### config.mk
export PLATFORM = sky130hd
export DESIGN_NAME = psum_serializer_flat
export DESIGN_NICKNAME = d
export VERILOG_FILES = /design/src/rtl/psum_serializer_if.sv /design/src/rtl/psum_serializer.sv /design/src/flat_wrapper.sv
export SDC_FILE = /design/constraint.sdc
export NUM_CORES = 1
export LEC_CHECK = 0
export ABC_AREA = 0
export CORE_MARGIN = 3
export CORE_UTILIZATION = 55
export CTS_BUF_LIST = sky130_fd_sc_hd__clkbuf_4 sky130_fd_sc_hd__clkbuf_8
export DETAILED_ROUTE_END_ITERATION = 12
export MAX_ROUTING_LAYER = met4
export PLACE_DENSITY = 0.83
export SKIP_CTS_REPAIR_TIMING = 1
export SYNTH_ARGS = -nofsm -noshare
export SYNTH_HDL_FRONTEND = slang
export SYNTH_SLANG_ARGS = --single-unit
export TNS_END_PERCENT = 50
### constraint.sdc
create_clock -name clk -period 4 [get_ports clk]
set_input_delay 1 -clock clk [delete_from_list [all_inputs] [get_ports clk]]
set_output_delay 1 -clock clk [all_outputs]
set_load 0.01 [all_outputs]
### src/rtl/psum_serializer_if.sv
// Handshake bundle between the adder-tree output register, the serializer and the lane consumer.
interface psum_serializer_if;
    logic        in_valid;
    logic        in_ready;
    logic [63:0] in_sums;
    logic        out_valid;
    logic        out_ready;
    logic [15:0] out_data;
    logic [1:0]  out_lane;
    logic        out_last;

    modport master (
        output in_valid, in_sums, out_ready,
        input  in_ready, out_valid, out_data, out_lane, out_last
    );

    modport slave (
        input  in_valid, in_sums, out_ready,
        output in_ready, out_valid, out_data, out_lane, out_last
    );
endinterface

### src/rtl/psum_serializer.sv
// Buffers 4-lane INT16 sum vectors and emits them one lane per out transfer, lane 0 first.
// Define PSUM_SER_FIFO2_EN for a 2-entry buffer that streams back-to-back vectors without a bubble.
module psum_serializer (
    input  logic                clk,
    input  logic                reset,
    psum_serializer_if.slave    bus
);
    localparam int unsigned INT16  = 16;
    localparam int unsigned LENGTH = 16;
    localparam int unsigned SUMW   = (LENGTH * INT16) / 4;
`ifdef PSUM_SER_FIFO2_EN
    localparam logic [1:0]  DEPTH  = 2'd2;
`else
    localparam logic [1:0]  DEPTH  = 2'd1;
`endif

    typedef enum logic {IDLE, SEND} state_e;

    state_e            state_q, state_d;
    logic [SUMW-1:0]   head_q, head_d;
`ifdef PSUM_SER_FIFO2_EN
    logic [SUMW-1:0]   tail_q, tail_d;
`endif
    logic [1:0]        count_q, count_d;
    logic [1:0]        lane_q, lane_d;
    logic              ready_q, ready_d;
    logic [INT16-1:0]  data_q, data_d;
    logic              last_q, last_d;
    logic              in_fire, out_fire;

    // Reset gates the registered ready so no vector is accepted during the reset cycle.
    assign bus.in_ready  = ready_q & ~reset;
    assign bus.out_valid = (state_q == SEND);
    assign bus.out_data  = data_q;
    assign bus.out_lane  = lane_q;
    assign bus.out_last  = last_q;

    assign in_fire  = bus.in_valid & bus.in_ready;
    assign out_fire = bus.out_valid & bus.out_ready;

    always_comb begin
        head_d  = head_q;
`ifdef PSUM_SER_FIFO2_EN
        tail_d  = tail_q;
`endif
        count_d = count_q;
        lane_d  = lane_q;

        if (out_fire) begin
            lane_d = lane_q + 2'd1;
            if (last_q) begin
                count_d = count_q - 2'd1;
`ifdef PSUM_SER_FIFO2_EN
                head_d  = tail_q;
`endif
            end
        end

        // Push lands after any pop so a freed slot can be refilled on the out_last edge.
        if (in_fire) begin
`ifdef PSUM_SER_FIFO2_EN
            if (count_d == 2'd0) begin
                head_d = bus.in_sums;
            end else begin
                tail_d = bus.in_sums;
            end
`else
            head_d = bus.in_sums;
`endif
            count_d = count_d + 2'd1;
        end

        state_d = (count_d != 2'd0) ? SEND : IDLE;
        ready_d = (count_d < DEPTH);
        data_d  = (count_d != 2'd0) ? head_d[{lane_d, 4'd0} +: INT16] : '0;
        last_d  = (count_d != 2'd0) && (lane_d == 2'd3);
    end

    always_ff @(posedge clk) begin
        if (reset) begin
            state_q <= IDLE;
            head_q  <= '0;
`ifdef PSUM_SER_FIFO2_EN
            tail_q  <= '0;
`endif
            count_q <= '0;
            lane_q  <= '0;
            ready_q <= 1'b1;
            data_q  <= '0;
            last_q  <= 1'b0;
        end else begin
            state_q <= state_d;
            head_q  <= head_d;
`ifdef PSUM_SER_FIFO2_EN
            tail_q  <= tail_d;
`endif
            count_q <= count_d;
            lane_q  <= lane_d;
            ready_q <= ready_d;
            data_q  <= data_d;
            last_q  <= last_d;
        end
    end
endmodule

### src/flat_wrapper.sv
// flat-port wrapper written by rule: the top's interface ports become plain ports
module psum_serializer_flat 
  (clk, reset, bus_in_valid, bus_in_sums, bus_out_ready, bus_in_ready, bus_out_valid, bus_out_data, bus_out_lane, bus_out_last);
  psum_serializer_if bus_i ();
  input  logic clk;
  input  logic reset;
  input wire logic [$bits(bus_i.in_valid)-1:0] bus_in_valid;
  input wire logic [$bits(bus_i.in_sums)-1:0] bus_in_sums;
  input wire logic [$bits(bus_i.out_ready)-1:0] bus_out_ready;
  output wire logic [$bits(bus_i.in_ready)-1:0] bus_in_ready;
  output wire logic [$bits(bus_i.out_valid)-1:0] bus_out_valid;
  output wire logic [$bits(bus_i.out_data)-1:0] bus_out_data;
  output wire logic [$bits(bus_i.out_lane)-1:0] bus_out_lane;
  output wire logic [$bits(bus_i.out_last)-1:0] bus_out_last;
  assign bus_i.in_valid = bus_in_valid;
  assign bus_i.in_sums = bus_in_sums;
  assign bus_i.out_ready = bus_out_ready;
  assign bus_in_ready = bus_i.in_ready;
  assign bus_out_valid = bus_i.out_valid;
  assign bus_out_data = bus_i.out_data;
  assign bus_out_lane = bus_i.out_lane;
  assign bus_out_last = bus_i.out_last;
  psum_serializer u_core (.clk(clk), .reset(reset), .bus(bus_i));
endmodule
==> summary.txt, run 1 <==
Logic synthesis
  – Cells after Synth: ~600
  – FF+latch count, synth: 87
  – Async S/R FF share, synth: 0%
  – Post-synth net total: between 600 and 700
  – Post-synth EDFFs: 0
  – Largest family of logic cells by synthesized area: compound AO/OA/AOI/OAI gates
  – Register area share after synthesis: approximately 36%
  – Post-synthesis instance area: around 0.0049 mm^2
  – Most used DFF post-synth: dfxtp_1
  – Synth Area in XOR/XNOR: between 1 and 1.5%
  – Post-Synth Adder-Cell Area: 0%
  – Mux share of post-synthesis cell area: about 16%
  – Simple-Gate Fraction of Synth Area: approximately a fifth
  – Distinct cell type count after synthesis: 42
  – Synth Area in Compound Gates: 20.56%
  – Yosys warnings: 0
  – Syn Area/Cell: around 8.2 um^2

Placement
  – GPL Wtd Cong: 0.8054
  – Port Buffers: 88
  – HPWL after DPL: 9057 um
  – Area after DPL: 0.005748 mm^2

GRT
  – Met1 Usage GRT: 35.89%
  – Vias in the first global route: between 4000 and 5000
  – Met2 usage: between 40 and 50%
  – Global route total overflow: 0
  – Initial antenna violation count: 0
  – Global routing's busiest layer: met2
  – First-pass GRT wire length: between 20000 and 25000 um
  – GR Util met3: 4.726%
  – Pin count of the biggest net entering global routing: 65
  – Total GRT Usage: between 20 and 30%

Power
  – Clock group share of total power: about a third
  – Reg power frac: about 47%
  – NetSw: 0.0006045 W
  – PD cells: roughly 350 mW/mm^2
  – P_int: about 0.0015 W
  – Leakage: around 2.1 nW
  – VDD IR-drop max: approximately 0.0002 V
  – Combinational cell fraction of total power: a little over a fifth
  – Sw Ratio: ~29%

Clock network
  – Clock transition at path regs: 0.09 ns
  – Total CTS buffers: 9
  – Clk buf depth: 2
  – Root Driver: clkbuf_8
  – CTS tree: done
  – H-tree depth: 3
  – Clk_lat worst skew: around 0.36 ns
  – Clock sink count: 87

Finish
  – Area grow syn2layout: 21.69%
  – Most frequent cells in the layout: 151 x nand2_1, 92 x a21oi_1, 87 x clkdlybuf4s50_1
  – Cell area after layout: roughly 0.006 mm^2
  – Leading cell type in the layout, fill and taps excluded: nand2_1
  – Nets: slightly above 700
  – Share of post-route cells with drive strength above 1: under 10%
  – Number of diodes: 0

Min path
  – Hold/Removal Path Class: reg2reg

Critical path
  – CP Cell Sequence: clkdlybuf4s50_1, and2_4, buf_4, mux4_2, a22oi_1, a21oi_1
  – Max Fanout on Critical Path: 38
  – WP data required: around 4.3 ns
  – Setup CP Type: in2reg
  – WP data arrival: approximately 3.3 ns
  – Startpoint Class: primary input
  – Slowest CP cell: clkdlybuf4s50_1
  – Worst Setup End Kind: flop
  – Critical Path Max Stage Delay: around 0.70 ns

Detailed routing
  – Routed length per placed instance: 18.40 um
  – Vias per cell: roughly 6.5
  – Iter 0 DRT Violations: 409
  – 1st-pass router iterations: 6
  – WL final: roughly 14000 um
  – DR DRC count: 0
  – Post-DRT Antenna Nets: 0
  – Vias post-DR: a little under 5000

STA
  – Fmax: between 300 and 400 MHz
  – Slew Limit Fails: 0
  – RSZ-0062 raised after global routing: false
  – Crit share post-route: between 70% and 80%
  – Post-layout min period: around 3 ns
  – Hold Fails Final Rpt: 0
  – Worst slew pin tran: around 1.2 ns
  – Post-route setup TNS: 0 ns
  – Final Skew: ~0.012 ns
  – Final setup fails: 0
  – Rel. slew slack: 20.56%

Floorplanning
  – Ports: ~90
  – # rows: 33
  – Die Footprint: just over 0.01 mm^2
  – Core Footprint: 0.008423 mm^2
  – DIE WIDTH: approximately 100 um
  – Die H: 100.4 um
  – Initial core utilization: between 50 and 60%

Job
  – Max-Cap Viols: 0

Outcome
  – Status: completed
[sequential cells by signal, indices dropped and copies added, names as in the netlist]
register	flops
u_core.bus.out_lane	2
u_core.head_q	64
u_core.bus.out_valid	1
u_core.bus.out_data	16
u_core.ready_q	1
u_core.bus.out_last	1
u_core.count_q	2
[worst paths after layout]
kind,from,to,slack [ns],cells past startpoint
worst max-delay path,bus_out_ready,u_core.bus.out_data[7],0.92,6
worst min register to register,u_core.head_q[11],u_core.head_q[11],0.47,2
worst min-delay path,u_core.head_q[11],u_core.head_q[11],0.47,2
worst max register to register,u_core.bus.out_lane[0],u_core.bus.out_data[12],1.58,4
[kinds of logic (layout without fill, tap and decap cells)]
logic type             Yosys count  after routing
flip-flops                      87             87
buffers and inverters           61            120
AO/OA/AOI/OAI                  167            167
multiplexers                    43             43
XOR/XNOR                         5              5
AND/OR/NAND/NOR                238            238
[final cells by class]
class | count | area [um^2]
sequential | 87 | 1744
timing repair buffer | 102 | 1006
clock inverter | 4 | 53.80
tap | 105 | 131.4
inverter | 2 | 10.01
clock buffer | 12 | 158.9
multi-input combinational | 453 | 2856
fill | 678 | 2462
[per-stage QoR]
step | hold slack, ns | setup WS [ns] | cells | total power, W | utilization [%]
final | 0.4689 | 0.9191 | 765 | 0.002063 | 70.77
after floorplan | 0.4414 | 1.502 | 601 | 0.001242 | -
after detailed placement | 0.4562 | 0.5769 | 749 | 0.001416 | 68.24
after global placement | 0.4488 | 0.6511 | 749 | 0.001394 | 68.24
after global routing | 0.4900 | 0.8020 | 765 | 0.002143 | 70.77
after CTS | 0.4713 | 0.9406 | 765 | 0.002057 | 70.77
[critical path: cells and delay by family]
kind | cells | cell delay (ns)
AO/OA/AOI/OAI | 2 | 0.29
buffers and inverters | 2 | 0.95
multiplexers | 1 | 0.51
AND/OR/NAND/NOR | 1 | 0.56
[routing by layer]
layer	wire [um]	vias up	share of wire, %
met5	0	-	0
met4	264	0	1.9
met3	1319	34	9.4
met2	7018	312	50
met1	5475	2329	39
li1	-	2260	-
[synth_stat cells (6+ instances only)]
cell | instances | area, um^2
o21ai_0 | 13 | 65.06
buf_2 | 14 | 70.07
mux4_1 | 6 | 157.7
a21oi_1 | 92 | 460.4
nor2_1 | 31 | 116.4
a211oi_1 | 35 | 262.8
nand2_1 | 152 | 570.6
mux4_2 | 20 | 450.4
mux2i_1 | 15 | 150.1
and3_1 | 7 | 43.79
buf_6 | 6 | 67.56
nor3_1 | 32 | 160.2
dfxtp_1 | 87 | 1742
clkbuf_1 | 29 | 108.9
a22oi_1 | 12 | 90.09
buf_1 | 6 | 22.52
[power groups by stage]
stage | Clock, W | Combinational (W) | Sequential [W]
6_report | 0.000656 | 0.000440 | 0.000967
5_1_grt | 0.000694 | 0.000475 | 0.000973
4_1_cts | 0.000657 | 0.000434 | 0.000965
3_5_place_dp | 0 | 0.000431 | 0.000985
3_3_place_gp | 0 | 0.000413 | 0.000981
2_1_floorplan | 0 | 0.000273 | 0.000969
(Power assumes the default switching activity.)
==> inputs of run 2 (changes only) <==
Clock period 4 ns to 3.2 ns, I/O delays scaled along.
==> summary.txt, run 2 (synthesized netlist as in run 1, its figures left out) <==
Detailed routing
  – Post-DRT Antenna Nets: 0 (unchanged)
  – Iter 0 DRT Violations: 415 (was 409)
  – Vias per cell: 6.336 (was 6.451)
  – Routed length per placed instance: 18.08 um (was 18.40 um)
  – WL final: 13990 um (was 14080 um)
  – 1st-pass router iterations: 5 (was 6)
  – DR DRC count: 0 (unchanged)
  – Vias post-DR: 4904 (was 4935)

STA
  – Rel. slew slack: 23.58% (was 20.56%)
  – Final setup fails: 0 (unchanged)
  – RSZ-0062 raised after global routing: false (unchanged)
  – Post-layout min period: about 2.7 ns
  – Hold Fails Final Rpt: 0 (unchanged)
  – Worst hold margin: 0.4768 ns (was 0.4689 ns)
  – Post-route setup TNS: 0 ns (unchanged)
  – Worst slew pin tran: 1.142 ns (was 1.187 ns)
  – Fmax: 373.7 MHz
  – Final Skew: 0.01354 ns (was 0.01224 ns)
  – Crit share post-route: between 80% and 90%
  – Slew Limit Fails: 0 (unchanged)

Clock network
  – CTS tree: done (unchanged)
  – Clock sink count: 87 (unchanged)
  – Root Driver: clkbuf_8 (unchanged)
  – Clock transition at path regs: 0.10 ns (was 0.09 ns)
  – Clk_lat worst skew: 0.36 ns (about the same)
  – Clk buf depth: 2 (unchanged)
  – Total CTS buffers: 9 (unchanged)
  – H-tree depth: 3 (unchanged)

Power
  – PD cells: 440.5 mW/mm^2 (was 346.1 mW/mm^2)
  – Leakage: 2.146 nW (was 2.085 nW)
  – VDD IR-drop max: 0.0002472 V (was 0.0001992 V)

Floorplanning
  – Initial core utilization: 58.16% (unchanged)
  – Ports: 89 (unchanged)
  – Core Footprint: 0.008423 mm^2 (unchanged)
  – DIE WIDTH: 100.4 um (unchanged)
  – Die Footprint: 0.01008 mm^2 (unchanged)
  – Die H: 100.4 um (unchanged)
  – # rows: 33 (unchanged)

Job
  – Max-Cap Viols: 0 (unchanged)

Finish
  – Largest Register: u_core.head_q (unchanged)
  – Max reg flops: 64 (unchanged)
  – FF/Latch Area: 0.001744 mm^2 (unchanged)
  – Number of diodes: 0 (unchanged)
  – Area grow syn2layout: 23.55% (was 21.69%)
  – Multi-input logic area: 0.002856 mm^2 (unchanged)
  – Share of post-route cells with drive strength above 1: 10.91% (was 9.697%)
  – Leading cell type in the layout, fill and taps excluded: nand2_1 (unchanged)
  – Nets: 732 (was 723)
  – Fill cell total of the finished layout: 668 (was 678)
  – Most frequent cells in the layout: 151 x nand2_1, 92 x a21oi_1, 87 x clkdlybuf4s50_1 (unchanged)

Placement
  – GPL Wtd Cong: 0.8248 (was 0.8054)
  – HPWL after DPL: 9165 um (was 9057 um)
  – Port Buffers: 88 (unchanged)

Critical path
  – Startpoint Class: primary input (unchanged)
  – Worst Setup End Kind: flop (unchanged)
  – Setup CP Type: in2reg (unchanged)
  – Max Fanout on Critical Path: 12 (was 38)
  – WP data required: 3.48 ns (was 4.25 ns)
  – WP data arrival: 2.95 ns (was 3.33 ns)

Min path
  – Hold/Removal Path Class: reg2reg (unchanged)

GRT
  – Global route total overflow: 0 (unchanged)
  – Initial antenna violation count: 0 (unchanged)
  – Total GRT Usage: 28.47% (was 28.64%)
  – Vias in the first global route: 4619 (was 4856)
  – First-pass GRT wire length: 22300 um (was 22710 um)
  – Pin count of the biggest net entering global routing: 53 (was 65)

Outcome
  – Status: completed (unchanged)
run 2: changes by cell type in the layout (fill, tap and decap cells not counted):
cell / before / now
buf_4: 12 / 21
clkinvlp_4: 2 / 0
bufinv_16: 1 / 2
clkinv_4: 1 / 2
run 2: worst paths after layout:
check / from / endpoint / slack [ns] / cells past startpoint
max: bus_in_valid / u_core.bus.out_data[5] / 0.52 / 5
max reg2reg: u_core.bus.out_valid / u_core.bus.out_data[5] / 0.95 / 5
min: u_core.head_q[45] / u_core.head_q[45] / 0.48 / 2
min reg2reg: u_core.head_q[45] / u_core.head_q[45] / 0.48 / 2
run 2: power breakdown:
| part | switching, W | internal, W | total (W) |
|---|---|---|---|
| logic | 0.000297 | 0.000266 | 0.000563 |
| clock network | 0.000404 | 0.000495 | 0.000899 |
| registers | 0.0000542 | 0.00115 | 0.00120 |
| total | 0.000755 | 0.00191 | 0.00267 |
run 2: worst max-delay path, cell delays in order:
cell             delay [ns]
clkdlybuf4s50_1        0.47
and3b_1                0.33
nor2_1                 0.91
a22oi_1                0.24
a21oi_1                0.20
run 2: metrics by stage:
step / cells / setup slack [ns] / area, um^2 / total power, W / utilization, %
6_report: 774 / 0.5239 / 6052 / 0.002666 / 71.85
5_1_grt: 774 / 0.3911 / 6052 / 0.002757 / 71.85
4_1_cts: 774 / 0.5994 / 6052 / 0.002657 / 71.85
3_5_place_dp: 758 / 0.2622 / 5816 / 0.001780 / 69.04
3_3_place_gp: 758 / 0.3931 / 5816 / 0.001754 / 69.04
2_1_floorplan: 601 / 1.097 / 4898 / 0.001552 / -
run 2: cell type report:
class | instances | share of cell area (%)
multi-input combinational | 453 | 47.20
sequential | 87 | 28.82
timing repair buffer | 111 | 17.74
clock buffer | 12 | 2.626
tap | 105 | 2.171
clock inverter | 4 | 1.282
inverter | 2 | 0.1654
run 2: per-layer routing:
layer / vias up / part of all wire, % / track usage [%] / routed length (um)
li1: 2278 / - / - / -
met1: 2303 / 40 / 36.45 / 5621
met2: 286 / 49 / 46.02 / 6822
met3: 37 / 8.9 / 3.614 / 1243
met4: 0 / 2.2 / 11.09 / 305
met5: - / 0 / - / 0
==> inputs of run 3 (changes only) <==
Clock period 3.2 ns to 2.57 ns, I/O delays scaled along.
==> summary.txt, run 3 (synthesized netlist as in run 1, its figures left out) <==
Finish
  – Number of diodes: 0 (unchanged)
  – Multi-input logic area: 0.002856 mm^2 (unchanged)
  – Max reg flops: 64 (unchanged)
  – Leading cell type in the layout, fill and taps excluded: nand2_1 (unchanged)
  – Fill cell total of the finished layout: 660 (was 668)
  – Core Util, Final: 72.74% (was 71.85%)
  – Most frequent cells in the layout: 151 x nand2_1, 92 x a21oi_1, 87 x clkdlybuf4s50_1 (unchanged)
  – Area grow syn2layout: 25.08% (was 23.55%)
  – Share of post-route cells with drive strength above 1: 11.18% (was 10.91%)
  – Final Instance Count excl. Fillers: 776 (was 774)
  – Nets: 736 (was 732)
  – FF/Latch Area: 0.001744 mm^2 (unchanged)
  – Largest Register: u_core.head_q (unchanged)

Detailed routing
  – 1st-pass router iterations: 5 (unchanged)
  – Iter 0 DRT Violations: 469 (was 415)
  – Vias per cell: 6.289 (was 6.336)
  – Vias post-DR: 4880 (was 4904)
  – WL final: 13650 um (was 13990 um)
  – DR DRC count: 0 (unchanged)
  – Post-DRT Antenna Nets: 0 (unchanged)
  – Routed length per placed instance: 17.59 um (was 18.08 um)

Critical path
  – WP data required: 2.84 ns (was 3.48 ns)
  – R2R Path End: u_core.bus.out_data[2] (was u_core.bus.out_data[5])
  – R2R Path Start: u_core.bus.out_lane[0] (was u_core.bus.out_valid)
  – Worst Setup End Kind: flop (unchanged)
  – R2R Setup Slk: 0.57 ns (was 0.95 ns)
  – FF-to-FF path depth: 4 (was 5)
  – Startpoint Class: primary input (unchanged)
  – Setup CP Type: in2reg (unchanged)
  – Max Fanout on Critical Path: 12 (unchanged)
  – WP data arrival: 2.59 ns (was 2.95 ns)

Placement
  – HPWL after DPL: 9076 um (was 9165 um)
  – Dpl cells: 762 (was 758)
  – Port Buffers: 88 (unchanged)
  – Place WS: -0.007521 ns (was 0.2622 ns)
  – GPL Wtd Cong: 0.8060 (was 0.8248)

Floorplanning
  – Initial core utilization: 58.16% (unchanged)
  – Die Footprint: 0.01008 mm^2 (unchanged)
  – Die H: 100.4 um (unchanged)
  – Core Footprint: 0.008423 mm^2 (unchanged)
  – Ports: 89 (unchanged)
  – # rows: 33 (unchanged)
  – DIE WIDTH: 100.4 um (unchanged)

STA
  – Slew Limit Fails: 0 (unchanged)
  – Worst hold margin: 0.4687 ns (was 0.4768 ns)
  – Crit share post-route: about nine tenths
  – Post-layout min period: roughly 2.3 ns
  – Fin worst setup slack: 0.2480 ns (was 0.5239 ns)
  – Hold Fails Final Rpt: 0 (unchanged)
  – Final Skew: 0.01602 ns (was 0.01354 ns)
  – Rel. slew slack: 25.57% (was 23.58%)
  – Fmax: around 430 MHz
  – RSZ-0062 raised after global routing: false (unchanged)
  – Worst slew pin tran: 1.112 ns (was 1.142 ns)
  – Final setup fails: 0 (unchanged)

GRT
  – Vias in the first global route: 4627 (was 4619)
  – Initial antenna violation count: 0 (unchanged)
  – Global route total overflow: 0 (unchanged)
  – First-pass GRT wire length: 22290 um (was 22300 um)
  – Total GRT Usage: 27.79% (was 28.47%)
  – Pin count of the biggest net entering global routing: 82 (was 53)

Power
  – VDD IR-drop max: 0.0002984 V (was 0.0002472 V)
  – Reg power frac: 45.4% (was 45.2%)
  – P_int: 0.002374 W (was 0.001911 W)
  – PD cells: 537.7 mW/mm^2 (was 440.5 mW/mm^2)
  – Clock group share of total power: 32.7% (was 33.7%)
  – NetSw: 0.0009209 W (was 0.0007550 W)
  – Sw Ratio: 27.95% (was 28.32%)
  – Combinational cell fraction of total power: 21.8% (was 21.1%)
  – Leakage: 2.174 nW (was 2.146 nW)

Clock network
  – Total CTS buffers: 9 (unchanged)
  – Root Driver: clkbuf_8 (unchanged)
  – Clock transition at path regs: 0.09 ns (was 0.10 ns)
  – CTS tree: done (unchanged)
  – Clk_lat worst skew: 0.35 ns (was 0.36 ns)
  – Clock sink count: 87 (unchanged)
  – Clk buf depth: 2 (unchanged)
  – H-tree depth: 3 (unchanged)

Min path
  – Hold/Removal Path Class: reg2reg (unchanged)
  – Worst Hold Depth: 2 (unchanged)
  – Min-delay src: u_core.head_q[37] (was u_core.head_q[45])
  – Hold Path Sink: u_core.head_q[37] (was u_core.head_q[45])

Outcome
  – Status: completed (unchanged)

Job
  – Max-Cap Viols: 0 (unchanged)
## run 3: changes by cell type in the layout (fill, tap and decap cells not counted)
cell,change
clkbuf_4,-1
buf_12,+5
clkinv_4,-2
buf_4,-1
clkinvlp_4,+1
## run 3: power groups by stage
stage / Sequential, W / Clock (W) / Combinational [W]
global placement: 0.00152 / 0 / 0.000686
finish: 0.00150 / 0.00108 / 0.000719
detailed placement: 0.00153 / 0 / 0.000708
CTS: 0.00149 / 0.00109 / 0.000713
floorplan: 0.00151 / 0 / 0.000424
global route: 0.00151 / 0.00114 / 0.000782
## run 3: stage by stage
| stage | power [W] | TNS [ns] | cell area [um^2] |
|---|---|---|---|
| 2_1_floorplan | 0.001932 | 0 | 4898 |
| 3_3_place_gp | 0.002205 | 0 | 5908 |
| 3_5_place_dp | 0.002234 | -0.01342 | 5908 |
| 4_1_cts | 0.003297 | 0 | 6127 |
| 5_1_grt | 0.003430 | 0 | 6127 |
| 6_report | 0.003295 | 0 | 6127 |
## run 3: cell type report
type	count	area share, %
clock buffer	11	2.471
multi-input combinational	453	46.62
timing repair buffer	115	19.03
sequential	87	28.47
clock inverter	3	1.103
tap	105	2.144
inverter	2	0.1634
## run 3: worst max-delay path, stage by stage
cell and delay (ns):
clkdlybuf4s50_1 0.44, and3b_1 0.21, nor2_1 0.84, a22oi_1 0.23
a21oi_1 0.23
## run 3: worst max-delay path by stage
stage	endpoint	slack [ns]	from	depth (start not counted)
after CTS	u_core.bus.out_data[2]	0.32	bus_in_valid	5
after detailed placement	u_core.bus.out_data[13]	-0.008	bus_in_valid	5
after floorplan	u_core.bus.out_data[10]	0.62	bus_out_ready	6
after global placement	u_core.bus.out_data[9]	0.06	bus_in_valid	5
after global routing	u_core.bus.out_data[2]	0.13	bus_in_valid	5
final	u_core.bus.out_data[2]	0.25	bus_in_valid	5
## run 3: per-layer routing
metal,GRT usage (%),vias up,share of wire [%]
li1,-,2286,-
met1,36.49,2282,41
met2,43.83,284,49
met3,4.795,28,8.7
met4,9.016,0,1.7
met5,-,-,0
